===== src/rtl/axis_step_scheduler.sv =====
// Trigger sequencer for the axis_stepper gate: arms the gate for exactly one
// beat per step, with a programmable idle delay and step count per run.
module axis_step_scheduler #(
  parameter int CNTR_WIDTH = 32
) (
  input  logic                  aclk,
  input  logic                  areset,
  input  logic [CNTR_WIDTH-1:0] cfg_period,
  input  logic [CNTR_WIDTH-1:0] cfg_steps,
  input  logic                  start,
  input  logic                  stop,
  input  logic                  mon_tvalid,
  output logic                  trg_flag,
  output logic                  busy,
  output logic                  done,
  output logic [CNTR_WIDTH-1:0] step_count
);

  localparam logic [1:0] IDLE  = 2'd0;
  localparam logic [1:0] DELAY = 2'd1;
  localparam logic [1:0] ARMED = 2'd2;

  localparam logic [CNTR_WIDTH-1:0] ONE = {{(CNTR_WIDTH-1){1'b0}}, 1'b1};

  logic [1:0]            state;
  logic [1:0]            state_next;
  logic [CNTR_WIDTH-1:0] delay_cnt;
  logic [CNTR_WIDTH-1:0] period_q;
  logic [CNTR_WIDTH-1:0] steps_q;
  logic [CNTR_WIDTH-1:0] count_next;
  logic                  last_step;

  // N == 0 selects continuous mode, so it never matches as a final step.
  assign count_next = step_count + ONE;
  assign last_step  = (steps_q != '0) && (count_next == steps_q);

  always_comb begin
    // NOTE: default first so every path assigns state_next and no latch is inferred.
    state_next = state;
    case (state)
      IDLE:    if (start && !stop) state_next = DELAY;
      DELAY: begin
        if (stop)                  state_next = IDLE;
        else if (delay_cnt == '0)  state_next = ARMED;
      end
      ARMED: begin
        if (stop)                  state_next = IDLE;
        else if (mon_tvalid)       state_next = last_step ? IDLE : DELAY;
      end
      default:                     state_next = IDLE;
    endcase
  end

  // NOTE: non-blocking assignments throughout so every register sees pre-edge values.
  always_ff @(posedge aclk) begin
    if (areset) begin
      state      <= IDLE;
      trg_flag   <= 1'b0;
      busy       <= 1'b0;
      done       <= 1'b0;
      step_count <= '0;
      delay_cnt  <= '0;
      period_q   <= '0;
      steps_q    <= '0;
    end else begin
      state    <= state_next;
      // Outputs are flopped from the next state so they are glitch-free decodes.
      trg_flag <= (state_next == ARMED);
      busy     <= (state_next != IDLE);
      done     <= 1'b0;
      case (state)
        IDLE: begin
          if (start && !stop) begin
            period_q   <= cfg_period;
            steps_q    <= cfg_steps;
            step_count <= '0;
            delay_cnt  <= cfg_period;
          end
        end
        DELAY: begin
          if (!stop && delay_cnt != '0) delay_cnt <= delay_cnt - ONE;
        end
        ARMED: begin
          // A beat accepted on the same edge as stop still counts.
          if (mon_tvalid) begin
            step_count <= count_next;
            if (!stop) begin
              if (last_step) done      <= 1'b1;
              else           delay_cnt <= period_q;
            end
          end
        end
        default: ;
      endcase
    end
  end

endmodule


===== config.mk =====
export PLATFORM = sky130hd
export DESIGN_NAME = axis_step_scheduler
export DESIGN_NICKNAME = d
export VERILOG_FILES = /design/src/rtl/axis_step_scheduler.sv
export SDC_FILE = /design/constraint.sdc
export NUM_CORES = 1
export LEC_CHECK = 0
export CAP_MARGIN = 10
export CORE_MARGIN = 1
export CORE_UTILIZATION = 40
export DETAILED_ROUTE_END_ITERATION = 7
export SYNTH_ARGS = -nofsm -noshare
export SYNTH_HDL_FRONTEND = slang
export SYNTH_SLANG_ARGS = --single-unit

===== constraint.sdc =====
create_clock -name aclk -period 6.9 [get_ports aclk]
set_input_delay 0.69 -clock aclk [delete_from_list [all_inputs] [get_ports aclk]]
set_output_delay 0.69 -clock aclk [all_outputs]
set_load 0.05 [all_outputs]

## After elaboration in Yosys (flattened, before gate mapping)

Index checks and enable logic that the tools add are counted.
W data, S select, Z words.

- Flip-flop bits (word level): 133
- Latch bits: 0
- RAM bits: 0
- Memory bits (read-only): 0
- Output and inout port bits: 35
- Logic and storage cells: 53
- Memories: 0

- Add/sub/neg operators: 2
- Multiply operators: 0
- Divide/modulo/power cells: 0
- Order comparisons: 0
- Equal/unequal tests: 9
- Shift-type cells: 0
- Multiplexer cells: 17
- Bitwise gates (word level): 2
- Reductions and logical operators: 15

Operators with widths:

| operator | number |
|---|---|
| $mux W32 | 7 |
| $pmux W32 S3 | 1 |
| $pmux W32 S2 | 1 |
| $reduce_bool A32 Y1 | 2 |
| $add A32 B1 Y32 const B | 1 |
| $eq A32 B32 Y1 | 1 |
| $logic_not A32 Y1 | 1 |
| $sub A32 B1 Y32 const B | 1 |
| $mux W2 | 5 |
| $ne A2 B2 Y1 const B | 5 |
| $pmux W2 S3 | 1 |
| $reduce_and A6 Y1 | 1 |
| $eq A2 B2 Y1 const B | 2 |
| $reduce_bool A2 Y1 | 2 |
| $reduce_or A4 Y1 | 1 |
| $logic_and A1 B1 Y1 | 3 |
| $reduce_and A3 Y1 | 1 |
| $reduce_bool A3 Y1 | 1 |
| $eq A2 B1 Y1 const B | 1 |
| $logic_not A2 Y1 | 1 |
| $mux W1 | 2 |
| $not A1 Y1 | 2 |
| $reduce_and A2 Y1 | 1 |
| $logic_not A1 Y1 | 1 |

## Longest topological paths before layout

Gate-level depths: netlist of the first run.

- Word-level depth: 8
- Gate-level depth with buffers: 12

## Least setup slack after synthesis of the first run

Ideal clock, no wire load.

- Kind: flip-flop to flip-flop
- From: register step_count[2]
- To: register delay_cnt[19]
- Library setup time: 86 ps
- Data arrival time: 3632 ps
- Path slack: 3182 ps
- Cell stages (with the launch flop): 13
- Path buffers: 3
- Period minus slack after synthesis: 3718 ps
- Cell sequence: dfxtp_1 -> buf_2 -> nand4_1 -> or4_1 -> buf_2 -> nor3_2 -> nand2_1 -> xnor2_1 -> nor4_1 -> a31o_4 -> a21oi_2 -> buf_6 -> a221oi_2

- Longest elaborated chain between the ends: 5

RTL lines:

| item | RTL line | source |
|---|---|---|
| start, declared | 16 | `output logic [CNTR_WIDTH-1:0] step_count` |
| start signal, assigned | 86 | `step_count <= count_next;` |
| $add A32 B1 Y32 | 34 | `assign count_next = step_count + ONE;` |
| $eq A32 B32 Y1 | 35 | `assign last_step = (steps_q != '0) && (count_next == steps_q);` |
| $logic_and A1 B1 Y1 | 35 |  |
| $ne A2 B2 Y1 (no line) | -- |  |
| $reduce_and A6 Y1 (no line) | -- |  |
| end signal, assigned | 77 | `delay_cnt <= cfg_period;` |
| end signal, assigned | 81 | `if (!stop && delay_cnt != '0) delay_cnt <= delay_cnt - ONE;` |
| end signal, assigned | 89 | `else delay_cnt <= period_q;` |
| end, declared | 27 | `logic [CNTR_WIDTH-1:0] delay_cnt;` |

Every way passes these cells.
A chain may end at the register's enable or synchronous reset.

## Final worst setup path of the first run

- From: register step_count[2]
- To: register delay_cnt[16]

The elaborated chain is that of the path after synthesis.

==> results.toml, run 1 <==
[grt]
grt_usage_pct = 22.80
grt_pass1_wl_mm = 35.62
overflow = 0
antenna_found_initial = 0
grt_max_degree = 89
first_global_vias = 6809

[clock_tree]
postCtsResizedCells = 0
clk_root_buffer_cell = "clkbuf_16"
clkTransAtPathRegs_ns = 0.06
clk_latency_ns = 0.42
hold_buffers = 0
clockBufferDepth = 2
cts_setup_buffers = 0
cts_sinks = 133
cts_tree = "yes"
cts_max_level = 4
cts-buffers-inserted = 17

[power_and_ir_drop]
peakVddDrop_uv = 148.7
p_leak_uw = 0.003271
power_frac_clock_pct = 42.5
switchingPower_uw = 588.1
power_uw = 2096
intPower_uw = 1508
pwr-share-comb_pct = 17.2
power_density_mw_per_mm2 = 224.2
p_sw_share_pct = 28.05
power.share.sequential_pct = 40.3

[sta]
rsz0062_at_grt = "false"
worst_pin_slew_ns = 1.025
finalCriticalPeriod_ns = 4.128
setup_tns_ns = 0
slew_viol_final = 0
clock_skew_ns = 0.007103
finalSetupViolations = 0
max_freq_mhz = 242.2
maxSlewHeadroom_pct = 31.03
hold_viol = 0
finalCritPeriodShare_pct = 59.83

[logic_synthesis]
synth.most_common_cell = "nand2_1"
synth_cell_type_count = 65
netlist.area_leader.share_pct = 34.70
ys.flop_type = "dfxtp_1"
synth-edff-count = 0
synthCells = 1008
syn_nets = 1083
netlist_top_cells_count = "202 x nand2_1, 133 x dfxtp_1, 101 x a21oi_1"
netlist_area_sq_mm = 0.007672
ys_seq_area_share_pct = 34.70
synthArstFlopShare_pct = 0
avgSynthCellArea_sq_um = 7.611
synth_seq_cells = 133
ys_top_cells_by_area = "dfxtp_1 35%, nand2_1 9.9%, a21oi_1 6.6%"
synth_warnings = 0
synth_top_cell_by_area = "dfxtp_1"

[final_layout]
synthToLayoutAreaGrowth_pct = 21.85
final_nets = 1144
num_antenna_cells = 0
final_layout_size_suffix_gt1_share_pct = 6.296
nFillCells = 1886

[setup_path]
cp_slowest_stage_delay_ns = 0.86
slowest_stage = "or4_1"
cp.required_ns = 7.23
cp-end-kind = "flop"
crit_arrival_ns = 4.46
critPathBufInv = 1
critPathMaxFanout = 22
startpoint_type = "flop"
path_delay_family = "simple AND/OR/NAND/NOR gates"
path_cells = "nand4_1 -> or4_1 -> nor3_2 -> nand2_1 -> xnor2_1 -> nor4_1 -> a31o_4 -> a21oi_4 -> buf_4 -> a221oi_1"
crit_type = "flop to flop"

[die]
dieArea_sq_mm = 0.01974
io_pins = 104
die_y_um = 140.5
die_w_um = 140.5
rows = 50
core_region_area_sq_mm = 0.01877
start_util_pct = 40.88

[drt]
vias = 7225
m1WireLength_mm = 10.07
initialDrtViolationCount = 475
ant_nets = 0
highest_layer = "met4"
routed_wl_mm = 21.81
wl_per_cell_um = 16.60
firstDrtPassIters = 5
vias_per_cell = 5.498
met3WireLength_um = 956
wl_met2_mm = 10.40
drc = 0

[min_path]
hold_class = "flop to flop"

[flow_run]
drv_cap = 0

[placed_design]
finalWeightedCongestion = 0.8595
io_buffers = 103
place_hpwl_mm = 14.36

[run_status]
status = "completed"
## path summary, 6_finish.rpt
path,from,end,slack [ns],cells after the start
worst max-delay path,step_count[2],delay_cnt[16],2.77,10
worst min-delay path,period_q[19],period_q[19],0.46,2
worst max register to register,step_count[2],delay_cnt[16],2.77,10
worst min register to register,period_q[19],period_q[19],0.46,2
## logic make-up after synthesis
family | count (synthesis) | synth area share, %
AND/OR/NAND/NOR | 444 | 27.85
AO/OA/AOI/OAI | 247 | 21.20
flip-flops | 133 | 34.70
buffers and inverters | 90 | 4.892
XOR/XNOR | 68 | 7.763
multiplexers | 20 | 2.609
adder cells (fa/ha/maj) | 6 | 0.9784
## registers in the layout, indices dropped and copies added (netlist names)
signal,cells
done,1
trg_flag,1
delay_cnt,32
busy,1
steps_q,32
period_q,32
state,2
step_count,32
## final cells by class
cell class / count / area (sq um) / area share, %
clock buffer: 20 / 456.7 / 4.885
clock inverter: 10 / 107.6 / 1.151
inverter: 19 / 71.32 / 0.7628
multi-input combinational: 785 / 4654 / 49.79
sequential: 133 / 2663 / 28.48
tap: 234 / 292.8 / 3.132
timing repair buffer: 113 / 1104 / 11.80
## layout by cell type, fill, tap and decap left out, types with 22 or more instances in the layout
cell type | synthesis | layout
nor4_1 | 27 | 27
dfxtp_1 | 133 | 133
nand2b_1 | 26 | 26
xnor2_1 | 35 | 35
a21oi_1 | 101 | 101
o21ai_0 | 38 | 38
nand2_1 | 202 | 202
nand3_1 | 22 | 22
nor2_1 | 84 | 83
clkdlybuf4s50_1 | 0 | 102
xor2_1 | 33 | 33
## power groups by stage
stage          sequential (uW)  combinational, uW  clock (uW)
4_1_cts                    846                363         910
6_report                   846                360         891
5_1_grt                    851                400         939
3_3_place_gp               861                357           0
2_1_floorplan              853                255           0
3_5_place_dp               862                359           0
## worst reg2reg max path: cells and delay by family, from the launching register on
family,cells,cell delay [ns]
flip-flops,1,0.48
XOR/XNOR,1,0.15
AO/OA/AOI/OAI,3,0.75
buffers and inverters,1,0.30
AND/OR/NAND/NOR,5,2.36
## through the flow
step	cells	setup slack, ns	instance area [sq um]	utilization [%]	hold slack (ns)
3_3_place_gp	1284	2.931	8785	46.81	0.4433
3_5_place_dp	1284	2.808	8785	46.81	0.4481
2_1_floorplan	1008	3.182	7672	-	0.4336
6_report	1314	2.772	9349	49.81	0.4553
5_1_grt	1314	2.315	9349	49.81	0.4694
4_1_cts	1314	2.791	9349	49.81	0.4569
## routing by layer
metal  global-route usage [%]  vias to the layer above
met2                    38.16                      167
met3                    4.479                       21
met5                        0                        -
met1                    29.58                     3352
li1                         -                     3685
met4                    6.979                        0
Power figures use the tool's default switching activity.
==> run 2, diff against run 1 <==
==> constraint.sdc (replaced) <==
create_clock -name aclk -period 3.4 [get_ports aclk]
set_input_delay 0.34 -clock aclk [delete_from_list [all_inputs] [get_ports aclk]]
set_output_delay 0.34 -clock aclk [all_outputs]
set_load 0.05 [all_outputs]
==> run 2 against run 1 <==
- combinational power rose by 120%
- sequential share of layout area fell by 1.3 points
- via count rose by 3.7%
==> results.toml, run 2 (same netlist as run 1, synthesis figures left out) <==
[run_status]
status = "completed"

[grt]
overflow = 0
grt_pass1_wl_mm = 37.26
antenna_found_initial = 0
first_global_vias = 7137
grt_max_degree = 54
grt_usage_pct = 23.85

[die]
rows = 50
core_region_area_sq_mm = 0.01877
die_y_um = 140.5
dieArea_sq_mm = 0.01974
start_util_pct = 40.88
io_pins = 104
die_w_um = 140.5

[sta]
max_freq_mhz = 315.3
finalCritPeriodShare_pct = 93.27
finalCriticalPeriod_ns = 3.171
hold_viol = 0
worst_pin_slew_ns = 0.7167
finalSetupViolations = 0
slew_viol_final = 0
maxSlewHeadroom_pct = 52.11
setup_tns_ns = 0
clock_skew_ns = 0.008879
rsz0062_at_grt = "false"

[final_layout]
final_cell_mix = "202 x nand2_1, 118 x dfxtp_1, 102 x clkdlybuf4s50_1"
final_core_util_pct = 52.53
final_layout_size_suffix_gt1_share_pct = 11.42
final_nets = 1183
layout_commonest_cell = "nand2_1"
synthToLayoutAreaGrowth_pct = 28.49
num_antenna_cells = 0

[clock_tree]
cts_tree = "yes"
clk_root_buffer_cell = "clkbuf_16"
clkTransAtPathRegs_ns = 0.06
cts-buffers-inserted = 17
cts_sinks = 133
cts_max_level = 4
clk_latency_ns = 0.43
clockBufferDepth = 2

[setup_path]
crit_type = "flop to flop"
crit_arrival_ns = 3.53
timing.rr.start = "delay_cnt[13]"
cp-end-kind = "flop"
r2r_setup_slack_ns = 0.23
critPathMaxFanout = 5
r2r_cells = 9
cp.required_ns = 3.75
reg2reg_to = "delay_cnt[30]"
startpoint_type = "flop"

[drt]
routed_wl_mm = 22.74
vias = 7495
drc = 0
vias_per_cell = 5.531
firstDrtPassIters = 5
ant_nets = 0
wl_per_cell_um = 16.78
initialDrtViolationCount = 495

[power_and_ir_drop]
switchingPower_uw = 1241
power_uw = 4557
peakVddDrop_uv = 363.3
pwr-share-comb_pct = 17.5
intPower_uw = 3316
power.share.sequential_pct = 37.6
power_frac_clock_pct = 44.9
p_leak_uw = 0.003559
p_sw_share_pct = 27.23
power_density_mw_per_mm2 = 462.2

[flow_run]
drv_cap = 0

[min_path]
hold_class = "input pin to flop"
hp-start = "areset"
hold_depth = 2
hold_end = "step_count[31]"

[placed_design]
io_buffers = 103
place_hpwl_mm = 15.32
finalWeightedCongestion = 0.8468
[run 2: repair_timing]
action | CTS | global route
buffers inserted | 0 | 1
resized for setup | 0 | 6
endpoints found under the setup margin | 0 | 32
hold buffers | 0 | 0
[run 2: area by class of cell]
| class | instances | area [sq um] |
|---|---|---|
| fill | 1831 | 8910 |
| tap | 234 | 292.8 |
| clock buffer | 21 | 481.7 |
| timing repair buffer | 152 | 1459 |
| inverter | 19 | 71.32 |
| multi-input combinational | 785 | 4698 |
| clock inverter | 11 | 171.4 |
| sequential | 133 | 2684 |
[run 2: worst max path at each step]
stage	from	slack, ns	end
6_report	delay_cnt[13]	0.23	delay_cnt[30]
4_1_cts	step_count[0]	0.09	delay_cnt[16]
5_1_grt	delay_cnt[13]	0.02	delay_cnt[30]
3_3_place_gp	step_count[0]	0.17	delay_cnt[16]
2_1_floorplan	step_count[16]	0.01	delay_cnt[19]
3_5_place_dp	step_count[0]	0.1	delay_cnt[16]
[run 2: power by group through the flow]
| stage | Combinational [uW] | Sequential [uW] | Clock [uW] |
|---|---|---|---|
| global route | 882 | 1730 | 2140 |
| detailed placement | 785 | 1750 | 0 |
| global placement | 783 | 1750 | 0 |
| floorplan | 519 | 1730 | 0 |
| finish | 796 | 1720 | 2040 |
| CTS | 792 | 1710 | 2070 |
[run 2: critical path: stages (launching register included)]
cell and delay [ns]:
dfxtp_1 0.34, or3_4 0.42, or4_1 0.47, or4b_4 0.56
or3_4 0.37, nor4b_4 0.26, xor2_1 0.16, nand2_1 0.06
a311o_1 0.32, mux2i_1 0.12
[run 2: routing by layer]
layer / up-vias / global-route usage [%] / wire, um
met5: - / 0 / 0
met4: 0 / 9.153 / 436
met3: 32 / 4.957 / 1021
met2: 162 / 39.58 / 10980
met1: 3532 / 30.33 / 10310
li1: 3769 / - / -
[run 2: metrics by stage]
stage | std cells | hold WS, ns | setup WS, ns | instance area [sq um]
2_1_floorplan | 1008 | 0.4172 | 0.01385 | 7702
3_3_place_gp | 1322 | 0.4438 | 0.1743 | 9160
3_5_place_dp | 1322 | 0.4488 | 0.09583 | 9160
4_1_cts | 1354 | 0.3806 | 0.08742 | 9813
5_1_grt | 1355 | 0.4031 | 0.01600 | 9858
6_report | 1355 | 0.3926 | 0.2289 | 9858
